### config.mk
export PLATFORM = sky130hd
export DESIGN_NAME = multicycle_controller
export DESIGN_NICKNAME = d
export VERILOG_FILES = /design/src/rtl/multicycle_controller.sv
export SDC_FILE = /design/constraint.sdc
export NUM_CORES = 1
export LEC_CHECK = 0
export ABC_AREA = 0
export CORE_MARGIN = 3
export CORE_UTILIZATION = 25
export CTS_CLUSTER_DIAMETER = 60
export DETAILED_ROUTE_END_ITERATION = 12
export PLACE_DENSITY = 0.56
export SLEW_MARGIN = 20
export SYNTH_ARGS = -nofsm -noshare
export SYNTH_HDL_FRONTEND = slang
export SYNTH_SLANG_ARGS = --single-unit
### constraint.sdc
create_clock -name clk -period 3.8 [get_ports clk]
set_clock_uncertainty 0.15 [all_clocks]
set_input_delay 0.76 -clock clk [delete_from_list [all_inputs] [get_ports clk]]
set_output_delay 0.76 -clock clk [all_outputs]
set_load 0.02 [all_outputs]
### src/rtl/multicycle_controller.sv
// Sequences multi-cycle instructions (load/store, mul/div, jump/branch target, trap) for a simple core.
// Outputs are combinational from state and inputs; the state, cycle counter and trap cause are registered.
module multicycle_controller #(
   parameter int CNT_W       = 4,
   parameter int LSU_TIMEOUT = 8
) (
   input  logic             clk,
   input  logic             rst_n,
   input  logic             inst_valid_i,
   input  logic             jump_inst_i,
   input  logic             branch_inst_i,
   input  logic             illegal_inst_i,
   input  logic             lsu_en_i,
   input  logic             lsu_done_i,
   input  logic             lsu_err_i,
   input  logic             muldiv_en_i,
   input  logic             muldiv_done_i,
   input  logic             comp_result_i,
   output logic [CNT_W-1:0] cycle_counter_o,
   output logic             rf_wen_o,
   output logic             retire_o,
   output logic             target_valid_o,
   output logic             stall_o,
   output logic             trap_o,
   output logic [1:0]       trap_cause_o
);

   typedef enum logic [2:0] {
      IDLE        = 3'd0,
      LSU_WAIT    = 3'd1,
      MULDIV_WAIT = 3'd2,
      TGT         = 3'd3,
      TRAP        = 3'd4
   } state_t;

   localparam logic [1:0]       CAUSE_ILLEGAL = 2'd0;
   localparam logic [1:0]       CAUSE_LSU_ERR = 2'd1;
   localparam logic [1:0]       CAUSE_LSU_TO  = 2'd2;
   localparam logic [CNT_W-1:0] CNT_MAX       = {CNT_W{1'b1}};
   localparam logic [CNT_W-1:0] TO_LAST       = CNT_W'(LSU_TIMEOUT - 1);

   state_t           state;
   state_t           state_nxt;
   logic [1:0]       cause_q;
   logic [1:0]       cause_nxt;
   logic [CNT_W-1:0] cnt_q;

   always_ff @(posedge clk or negedge rst_n) begin
      if (!rst_n) begin
         state   <= IDLE;
         cause_q <= 2'd0;
      end else begin
         state   <= state_nxt;
         cause_q <= cause_nxt;
      end
   end

   // Counter restarts whenever the op ends; otherwise counts up and sticks at all-ones.
   always_ff @(posedge clk or negedge rst_n) begin
      if (!rst_n) begin
         cnt_q <= '0;
      end else if (state_nxt == IDLE || state_nxt == TRAP) begin
         cnt_q <= '0;
      end else if (cnt_q != CNT_MAX) begin
         cnt_q <= cnt_q + 1'b1;
      end
   end

   always_comb begin
      state_nxt      = state;
      cause_nxt      = cause_q;
      rf_wen_o       = 1'b0;
      retire_o       = 1'b0;
      target_valid_o = 1'b0;
      stall_o        = 1'b0;
      trap_o         = 1'b0;
      trap_cause_o   = 2'd0;
      case (state)
         IDLE: begin
            if (inst_valid_i) begin
               if (illegal_inst_i) begin
                  state_nxt = TRAP;
                  cause_nxt = CAUSE_ILLEGAL;
                  stall_o   = 1'b1;
               end else if (lsu_en_i) begin
                  state_nxt = LSU_WAIT;
                  stall_o   = 1'b1;
               end else if (muldiv_en_i) begin
                  state_nxt = MULDIV_WAIT;
                  stall_o   = 1'b1;
               end else if (jump_inst_i) begin
                  state_nxt = TGT;
                  rf_wen_o  = 1'b1;
                  stall_o   = 1'b1;
               end else if (branch_inst_i) begin
                  if (comp_result_i) begin
                     state_nxt = TGT;
                     stall_o   = 1'b1;
                  end else begin
                     retire_o  = 1'b1;
                  end
               end else begin
                  rf_wen_o = 1'b1;
                  retire_o = 1'b1;
               end
            end
         end
         LSU_WAIT: begin
            stall_o = 1'b1;
            if (inst_valid_i) begin
               if (lsu_err_i) begin
                  state_nxt = TRAP;
                  cause_nxt = CAUSE_LSU_ERR;
               end else if (lsu_done_i) begin
                  state_nxt = IDLE;
                  rf_wen_o  = 1'b1;
                  retire_o  = 1'b1;
                  stall_o   = 1'b0;
               end else if (cnt_q == TO_LAST) begin
                  state_nxt = TRAP;
                  cause_nxt = CAUSE_LSU_TO;
               end
            end
         end
         MULDIV_WAIT: begin
            stall_o = 1'b1;
            if (inst_valid_i && muldiv_done_i) begin
               state_nxt = IDLE;
               rf_wen_o  = 1'b1;
               retire_o  = 1'b1;
               stall_o   = 1'b0;
            end
         end
         TGT: begin
            if (inst_valid_i) begin
               state_nxt      = IDLE;
               target_valid_o = 1'b1;
               retire_o       = 1'b1;
            end
         end
         TRAP: begin
            state_nxt    = IDLE;
            trap_o       = 1'b1;
            trap_cause_o = cause_q;
            stall_o      = 1'b1;
         end
         default: state_nxt = IDLE;
      endcase
   end

   assign cycle_counter_o = cnt_q;

endmodule

==> results of run 1 <==
per-stage QoR:
stage | cell area, um2 | utilization, % | total power, mW | std cells
floorplan | 649 | - | 0.330 | 73
global placement | 897 | 38.3 | 0.431 | 121
detailed placement | 897 | 38.3 | 0.431 | 121
CTS | 923 | 39.5 | 0.505 | 125
global route | 923 | 39.5 | 0.545 | 125
finish | 923 | 39.5 | 0.502 | 125
tightest hold or removal path, stage by stage (launching register included):
cell and delay (ns):
dfrtp_1 0.37, inv_1 0.06, o32ai_1 0.06
per-layer routing:
metal	GRT usage (%)	share of wire [%]
met5	0	0
met4	3.97	0.26
met3	2.71	8.4
met2	14.2	39
met1	14.8	52
worst max-delay path by stage:
stage	slack, ns	end	start	cells past startpoint
4_1_cts	0.25	retire_o	inst_valid_i	6
2_1_floorplan	1.21	rf_wen_o	inst_valid_i	3
3_3_place_gp	0.29	rf_wen_o	inst_valid_i	5
5_1_grt	0.09	rf_wen_o	inst_valid_i	5
3_5_place_dp	0.26	retire_o	inst_valid_i	6
6_report	0.25	retire_o	inst_valid_i	6
power groups by stage:
stage          clock network [mW]  logic, mW  registers, mW
6_report                   0.0724      0.255          0.175
5_1_grt                    0.0811      0.280          0.183
4_1_cts                    0.0746      0.256          0.174
3_5_place_dp                    0      0.255          0.175
3_3_place_gp                    0      0.255          0.176
2_1_floorplan                   0      0.168          0.162
layout make-up:
type | instances | area, um2
sequential | 9 | 225
fill | 244 | 1420
multi-input combinational | 57 | 394
tap | 28 | 35.0
timing repair buffer | 23 | 228
inverter | 4 | 15.0
clock buffer | 4 | 26.3
sequential cells by signal, indices dropped and copies added (netlist names):
signal / cells
cycle_counter_o: 4
cause_q: 2
state: 3
cells in the final DEF (no fill, tap or decap), types with 2 or more instances in the layout:
| cell | instances |
|---|---|
| and2_1 | 4 |
| inv_1 | 4 |
| nor2_1 | 4 |
| o21ai_0 | 5 |
| clkdlybuf4s50_1 | 22 |
| a21oi_1 | 2 |
| nor3_1 | 2 |
| nand3_1 | 2 |
| and3b_1 | 3 |
| nand2_1 | 6 |
| and3_1 | 3 |
| clkbuf_4 | 3 |
| dfrtp_1 | 9 |
| o31ai_1 | 2 |
| nor2b_1 | 4 |
cells by family after synthesis:
logic type      after synthesis
simple gates                 34
compound gates               19
flops                         9
buf+inv                       7
mux                           2
xor+xnor                      1
fa+ha+maj                     1
==> impl_metrics.yaml, run 1 <==
power:
  power_frac_seq_pct: 34.8
  internal_power_uw: 298
  combPwrFrac_pct: 50.8
  ir_worst_vdd_uv: 407
  cellLeakagePower_nw: 0.414
  power_switching_uw: 204
  power_density_nw_per_um2: 543
  p_sw_share_pct: 40.6
  clockPowerShare_pct: 14.4
sta:
  finalSetupTns_ns: 0
  period_needed_ns: 3.55
  report.final.slew_viol_count: 0
  final-setup-viol-count: 0
  setup_slack_ns: 0.253
  worstMarginPinSlew_ns: 0.436
  layout_worst_path_cycle_share_pct: 93.4
  timing.fmax_mhz: 282
  hold_slack_ns: 0.378
  slew-limit-headroom_pct: 70.8
  rsz0062_at_grt: "no"
  finalHoldViolCount: 0
grt:
  grt_max_degree: 13
  grt_overflow_total: 0
  grt_pass1_vias: 580
  antenna_found_initial: 0
  grt_usage_pct: 10.2
  grt_pass1_wl_um: 2670
finish:
  syn_to_final_growth_pct: 42.2
  nets: 111
  num_antenna_cells: 0
  drive_gt1_share_pct: 8.25
clock_network:
  post-cts-setup-buffers: 0
  cts_hold_buf: 0
  cts_buffer_depth: 2
  cts_buffers: 3
  cts_tree: "built"
  root_buffer: "clkbuf_4"
  clk_pin_slew_worst_paths_ns: 0.06
  numClockSinks: 9
  clkLatencyLatePin_ns: 0.25
  cts_resized: 0
  h-tree-depth: 1
critical_path:
  cpPeakStageDelay_ns: 0.59
  reg2reg_from: "cycle_counter_o[0]"
  required_ns: 2.89
  crit_family: "buffers and inverters"
  regToRegSetupSlack_ns: 1.99
  crit_fanout: 8
  critPathMostFrequentCell: "clkdlybuf4s50_1"
  critical_path_class: "in -> out"
  rr_endpoint: "cause_q[0]"
  crit_path_end_kind: "output pin"
  reg2regPathDepth: 5
  cp_num_buf_inv: 2
  arrival_ns: 2.64
  cp-start-kind: "input port"
  crit_chain: "clkdlybuf4s50_1 > nor4b_2 > nand2_1 > o21ai_0 > or2_1 > clkdlybuf4s50_1"
  slowest_stage: "clkdlybuf4s50_1"
flow_run:
  drv_cap: 0
logic_synthesis:
  syn_area_um2: 649
  synth_warnings: 0
  postSynthAreaPerCell_um2: 8.90
  ys_seq_area_share_pct: 34.7
  synth-simple-area-share_pct: 31.4
  synth_nets: 86
  synth_mux_area_share_pct: 3.28
  syn_inst: 73
  synth_fa_ha_area_share_pct: 1.93
  synth_top_family_by_area: "simple AND/OR/NAND/NOR gates"
  synth_area_leaders: "dfrtp_1, and3b_1, and2_1, nor2b_1, o21ai_0"
  synth_top_area_share_pct: 34.7
  synth_top_area_cell: "dfrtp_1"
  synth_ff_type: "dfrtp_1"
  synth-async-reset-ratio_pct: 100
  synth_cell_type_count: 34
  synth_most_common_cell: "dfrtp_1"
  synthXorXnorAreaFrac_pct: 1.35
  ys_ff_latch: 9
  synth_common_cells: "dfrtp_1, nand2_1, o21ai_0"
  synth_edf_count: 0
  synth_compound_area_share_pct: 22.7
placed_design:
  hpwlAfterDp_um: 1180
  globalplace.congestion: 0.783
  portBuffers: 22
  pre_cts_slack_ns: 0.261
route:
  routed_wl_um: 1560
  antenna_left: 0
  first_pass_iters: 4
  via_per_inst: 4.94
  first_iter_violations: 12
  num_vias: 618
  post_drt_wl_per_cell_um: 12.5
  drc: 0
floorplan:
  die_area_um2: 3250
  core_um2: 2340
  fp.dieW_um: 57.0
  initial_core_util_pct: 27.8
  io_pins: 23
  rows: 17
  fp.dieH_um: 57.0
hold_path:
  min_path_type: "reg -> reg"
  hold_end: "cause_q[0]"
  holdPathStages: 2
  worstHoldStart: "cause_q[0]"
status:
  status: "complete, no violations"
Note: power is estimated with default switching activity, not from simulation.
==> inputs of run 2 (changes only) <==
==> constraint.sdc (replaced) <==
create_clock -name clk -period 3.93 [get_ports clk]
set_clock_uncertainty 0.15 [all_clocks]
set_input_delay 0.786 -clock clk [delete_from_list [all_inputs] [get_ports clk]]
set_output_delay 0.786 -clock clk [all_outputs]
set_load 0.02 [all_outputs]
==> run 2 against run 1 <==
  * Wire length grew 5.5%
  * Count of clock-buffer cells in the layout is the same
  * Utilization shrank 0.32 points
  * First-iteration DRC count shrank 50%
  * Worst setup slack lost 0.020 ns
  * Via count grew 4.4%
  * Largest cell class unchanged
==> impl_metrics.yaml, run 2 (synthesis results as in run 1) <==
clock_network:
  cts_buffer_depth: 2
  cts_hold_buf: 0
  cts_resized: 0
  root_buffer: "clkbuf_4"
  clk_pin_slew_worst_paths_ns: 0.06
  numClockSinks: 9
  post-cts-setup-buffers: 0
  cts_tree: "built"
  cts_buffers: 3
  clkLatencyLatePin_ns: 0.26
  h-tree-depth: 1
finish:
  largest_register_ffs: 4
  final_cell_mix: "clkdlybuf4s50_1, dfrtp_1, nand2_1"
  fin_util_pct: 39.1
  regArea_um2: 225
  final_cells: 124
  stdcell_area_um2: 916
  nets: 110
  syn_to_final_growth_pct: 41.0
  num_antenna_cells: 0
  final_common_cell: "clkdlybuf4s50_1"
  fillers: 253
  drive_gt1_share_pct: 7.29
  multi_input_area_um2: 394
sta:
  setup_slack_ns: 0.233
  slew-limit-headroom_pct: 70.4
  finalHoldViolCount: 0
  timing.fmax_mhz: 270
  layout_worst_path_cycle_share_pct: 94.1
  report.final.slew_viol_count: 0
  hold_slack_ns: 0.367
  final-setup-viol-count: 0
  finalSetupTns_ns: 0
  period_needed_ns: 3.70
  rsz0062_at_grt: "no"
  worstMarginPinSlew_ns: 0.441
floorplan:
  core_um2: 2340
  initial_core_util_pct: 27.8
  die_area_um2: 3250
  io_pins: 23
  fp.dieW_um: 57.0
  rows: 17
  fp.dieH_um: 57.0
critical_path:
  crit_fanout: 8
  reg2reg_from: "cycle_counter_o[0]"
  crit_end: "rf_wen_o"
  rr_endpoint: "cause_q[0]"
  required_ns: 2.99
  critical_path_class: "in -> out"
  regToRegSetupSlack_ns: 2.09
  cp-start-kind: "input port"
  crit_path_end_kind: "output pin"
  reg2regPathDepth: 5
  startpoint: "inst_valid_i"
  arrival_ns: 2.76
grt:
  grt_pass1_vias: 611
  grt_max_degree: 13
  antenna_found_initial: 0
  grt_overflow_total: 0
  grt_pass1_wl_um: 2660
  grt_usage_pct: 10.2
status:
  status: "complete, no violations"
power:
  cellLeakagePower_nw: 0.409
  design_power_total_uw: 487
  power_density_nw_per_um2: 532
  ir_worst_vdd_uv: 382
placed_design:
  globalplace.congestion: 0.846
  portBuffers: 22
  pre_cts_slack_ns: 0.215
  placed_cell_area_um2: 890
  hpwlAfterDp_um: 1240
  placed_cells: 120
route:
  antenna_left: 0
  post_drt_wl_per_cell_um: 13.3
  drc: 0
  num_vias: 645
  first_iter_violations: 6
  via_per_inst: 5.20
  first_pass_iters: 4
  routed_wl_um: 1640
flow_run:
  drv_cap: 0
hold_path:
  min_path_type: "reg -> reg"
run 2: cell count changes in the layout (fill, tap and decap cells not counted):
cell	change
buf_4	-1
run 2: layer usage:
layer | up-vias | track usage [%] | part of all wire [%]
met3 | 4 | 3.17 | 9.3
li1 | 314 | - | -
met5 | - | 0 | 0
met4 | 0 | 5.63 | 1.8
met2 | 26 | 14.7 | 40
met1 | 301 | 13.5 | 49
run 2: power breakdown:
part	internal, mW	switching, mW	total, mW
clock	0.0391	0.0323	0.0714
combinational	0.125	0.121	0.247
sequential	0.122	0.0468	0.169
total	0.287	0.201	0.487
run 2: worst min-delay path by stage:
stage	cells after the start	slack, ns	start	to
after floorplan	2	0.33	cause_q[0]	cause_q[0]
after detailed placement	2	0.37	cause_q[0]	cause_q[0]
after CTS	2	0.37	cause_q[0]	cause_q[0]
final	2	0.37	cause_q[0]	cause_q[0]
after global routing	2	0.41	cause_q[0]	cause_q[0]
after global placement	2	0.36	cause_q[0]	cause_q[0]
run 2: layout make-up:
type,count,share of cell area [%]
Multi-Input combinational cell,57,43.0
Timing Repair Buffer,22,24.0
Sequential cell,9,24.6
Inverter,4,1.64
Tap cell,28,3.83
Clock buffer,4,2.87
run 2: worst max-delay path, cell delays in order:
cell and delay (ns):
clkdlybuf4s50_1 0.58, nor4b_2 0.32, nand2_1 0.14, o31ai_1 0.29, clkdlybuf4s50_1 0.65
==> inputs of run 3 (changes only) <==
--- a/config.mk
+++ b/config.mk
@@ -6,11 +6,12 @@
 export NUM_CORES = 1
 export LEC_CHECK = 0
 export ABC_AREA = 0
+export CAP_MARGIN = 0
 export CORE_MARGIN = 3
 export CORE_UTILIZATION = 25
-export CTS_CLUSTER_DIAMETER = 60
 export DETAILED_ROUTE_END_ITERATION = 12
-export PLACE_DENSITY = 0.56
+export DONT_BUFFER_PORTS = 1
+export PLACE_DENSITY = 0.44
 export SLEW_MARGIN = 20
 export SYNTH_ARGS = -nofsm -noshare
 export SYNTH_HDL_FRONTEND = slang
==> run 3 against run 2 <==
  * Flip-flop and latch count unchanged
  * Global-route usage about the same
  * Power shrank 15%
  * Via count down 16%
  * First-iteration DRC count grew to 4.0 times the previous value
  * Die area is the same
  * Sequential power up 9%
  * Count of clock-buffer cells in the layout stayed put
  * Fmax grew 30%
  * Hold slack worse by 0.30 ns
  * Wire length is 5.9% lower
  * Critical path type is now reg -> out
  * Largest cell class unchanged
  * Highest routed layer unchanged
==> impl_metrics.yaml, run 3 (synthesis results as in run 1) <==
status:
  status: "complete, no violations"
critical_path:
  slowest_stage: "o31ai_1"
  critical_path_class: "reg -> out"
  cpPeakStageDelay_ns: 0.62
  arrival_ns: 1.91
  reg2regPathDepth: 5
  cp_num_buf_inv: 0
  cp-start-kind: "flop"
  required_ns: 2.99
  crit_fanout: 11
  crit_cells: 3
  crit_family: "compound AO/OA/AOI/OAI gates"
  crit_chain: "nor4b_2 > nand2_1 > o31ai_1"
  crit_path_end_kind: "output pin"
floorplan:
  fp.dieW_um: 57.0
  core_um2: 2340
  initial_core_util_pct: 27.8
  die_area_um2: 3250
  fp.dieH_um: 57.0
  rows: 17
  io_pins: 23
power:
  clockPowerShare_pct: 17.1
  cellLeakagePower_nw: 0.328
  power_frac_seq_pct: 44.3
  power_density_nw_per_um2: 597
  p_sw_share_pct: 44.3
  power_switching_uw: 184
  combPwrFrac_pct: 38.6
  ir_worst_vdd_uv: 375
  design_power_total_uw: 415
  internal_power_uw: 231
clock_network:
  post-cts-setup-buffers: 0
  cts_hold_buf: 0
  clk_pin_slew_worst_paths_ns: 0.06
  h-tree-depth: 1
  root_buffer: "clkbuf_4"
  cts_buffer_depth: 2
  clkLatencyLatePin_ns: 0.25
  cts_tree: "built"
  numClockSinks: 9
  cts_buffers: 3
  cts_resized: 0
route:
  antenna_left: 0
  routed_wl_um: 1550
  num_vias: 541
  first_iter_violations: 24
  post_drt_wl_per_cell_um: 15.2
  drc: 0
  via_per_inst: 5.30
  first_pass_iters: 4
finish:
  fin_util_pct: 29.7
  final_common_cell: "dfrtp_1"
  syn_to_final_growth_pct: 7.13
  stdcell_area_um2: 696
  num_antenna_cells: 0
  largest_register_ffs: 4
  drive_gt1_share_pct: 9.46
  final_cell_mix: "dfrtp_1, nand2_1, o21ai_0"
  nets: 88
sta:
  period_needed_ns: 2.84
  slew-limit-headroom_pct: 53.7
  rsz0062_at_grt: "no"
  layout_worst_path_cycle_share_pct: 72.3
  hold_slack_ns: 0.0695
  timing.fmax_mhz: 352
  finalHoldViolCount: 0
  finalSetupTns_ns: 0
  final-setup-viol-count: 0
  report.final.slew_viol_count: 0
  worstMarginPinSlew_ns: 0.689
grt:
  grt_pass1_wl_um: 2620
  grt_overflow_total: 0
  grt_usage_pct: 10.2
  grt_pass1_vias: 558
  grt_max_degree: 13
  antenna_found_initial: 0
hold_path:
  min_path_type: "in -> async"
flow_run:
  drv_cap: 0
placed_design:
  globalplace.congestion: 0.781
  hpwlAfterDp_um: 1180
  placed_cell_area_um2: 669
  portBuffers: 0
run 3: cell count changes in the layout (fill, tap and decap cells not counted):
| cell | change |
|---|---|
| clkdlybuf4s50_1 | -22 |
run 3: stage by stage:
step           setup slack, ns  std cells
6_report                  1.09        102
5_1_grt                  0.938        102
4_1_cts                   1.05        102
3_5_place_dp              1.18         98
3_3_place_gp              1.23         98
2_1_floorplan             1.29         73
run 3: worst register-to-register path, delay by kind of cell (launching register included):
family          cells  cell delay [ns]
flops               1             0.52
fa+ha+maj           1             0.28
simple gates        1             0.18
compound gates      3             0.74
run 3: path summary, 6_finish.rpt:
kind | startpoint | end | slack (ns)
max in group asynchronous | rst_n | cause_q[0] | 3.49
worst min-delay path | rst_n | cycle_counter_o[1] | 0.07
worst max register to register | cycle_counter_o[0] | cause_q[0] | 1.93
worst min register to register | cause_q[0] | cause_q[0] | 0.37
min in group clk | cause_q[0] | cause_q[0] | 0.37
worst max-delay path | state[2] | rf_wen_o | 1.09
run 3: power groups by stage:
stage,sequential [mW],clock [mW],combinational [mW]
3_5_place_dp,0.187,0,0.163
3_3_place_gp,0.186,0,0.160
4_1_cts,0.185,0.0737,0.164
6_report,0.184,0.0710,0.160
2_1_floorplan,0.156,0,0.163
5_1_grt,0.194,0.0791,0.183
run 3: layer usage:
layer	vias to the layer above	share of wire [%]	GRT usage, %
li1	271	-	-
met2	17	44	14.7
met5	-	0	0
met4	0	0.97	5.96
met1	251	46	13.3
met3	2	9.1	3.17
run 3: cell type report:
cell class,instances,area (um2)
Clock buffer,4,26.3
Fill cell,265,1640
Inverter,4,15.0
Multi-Input combinational cell,57,394
Sequential cell,9,225
Tap cell,28,35.0
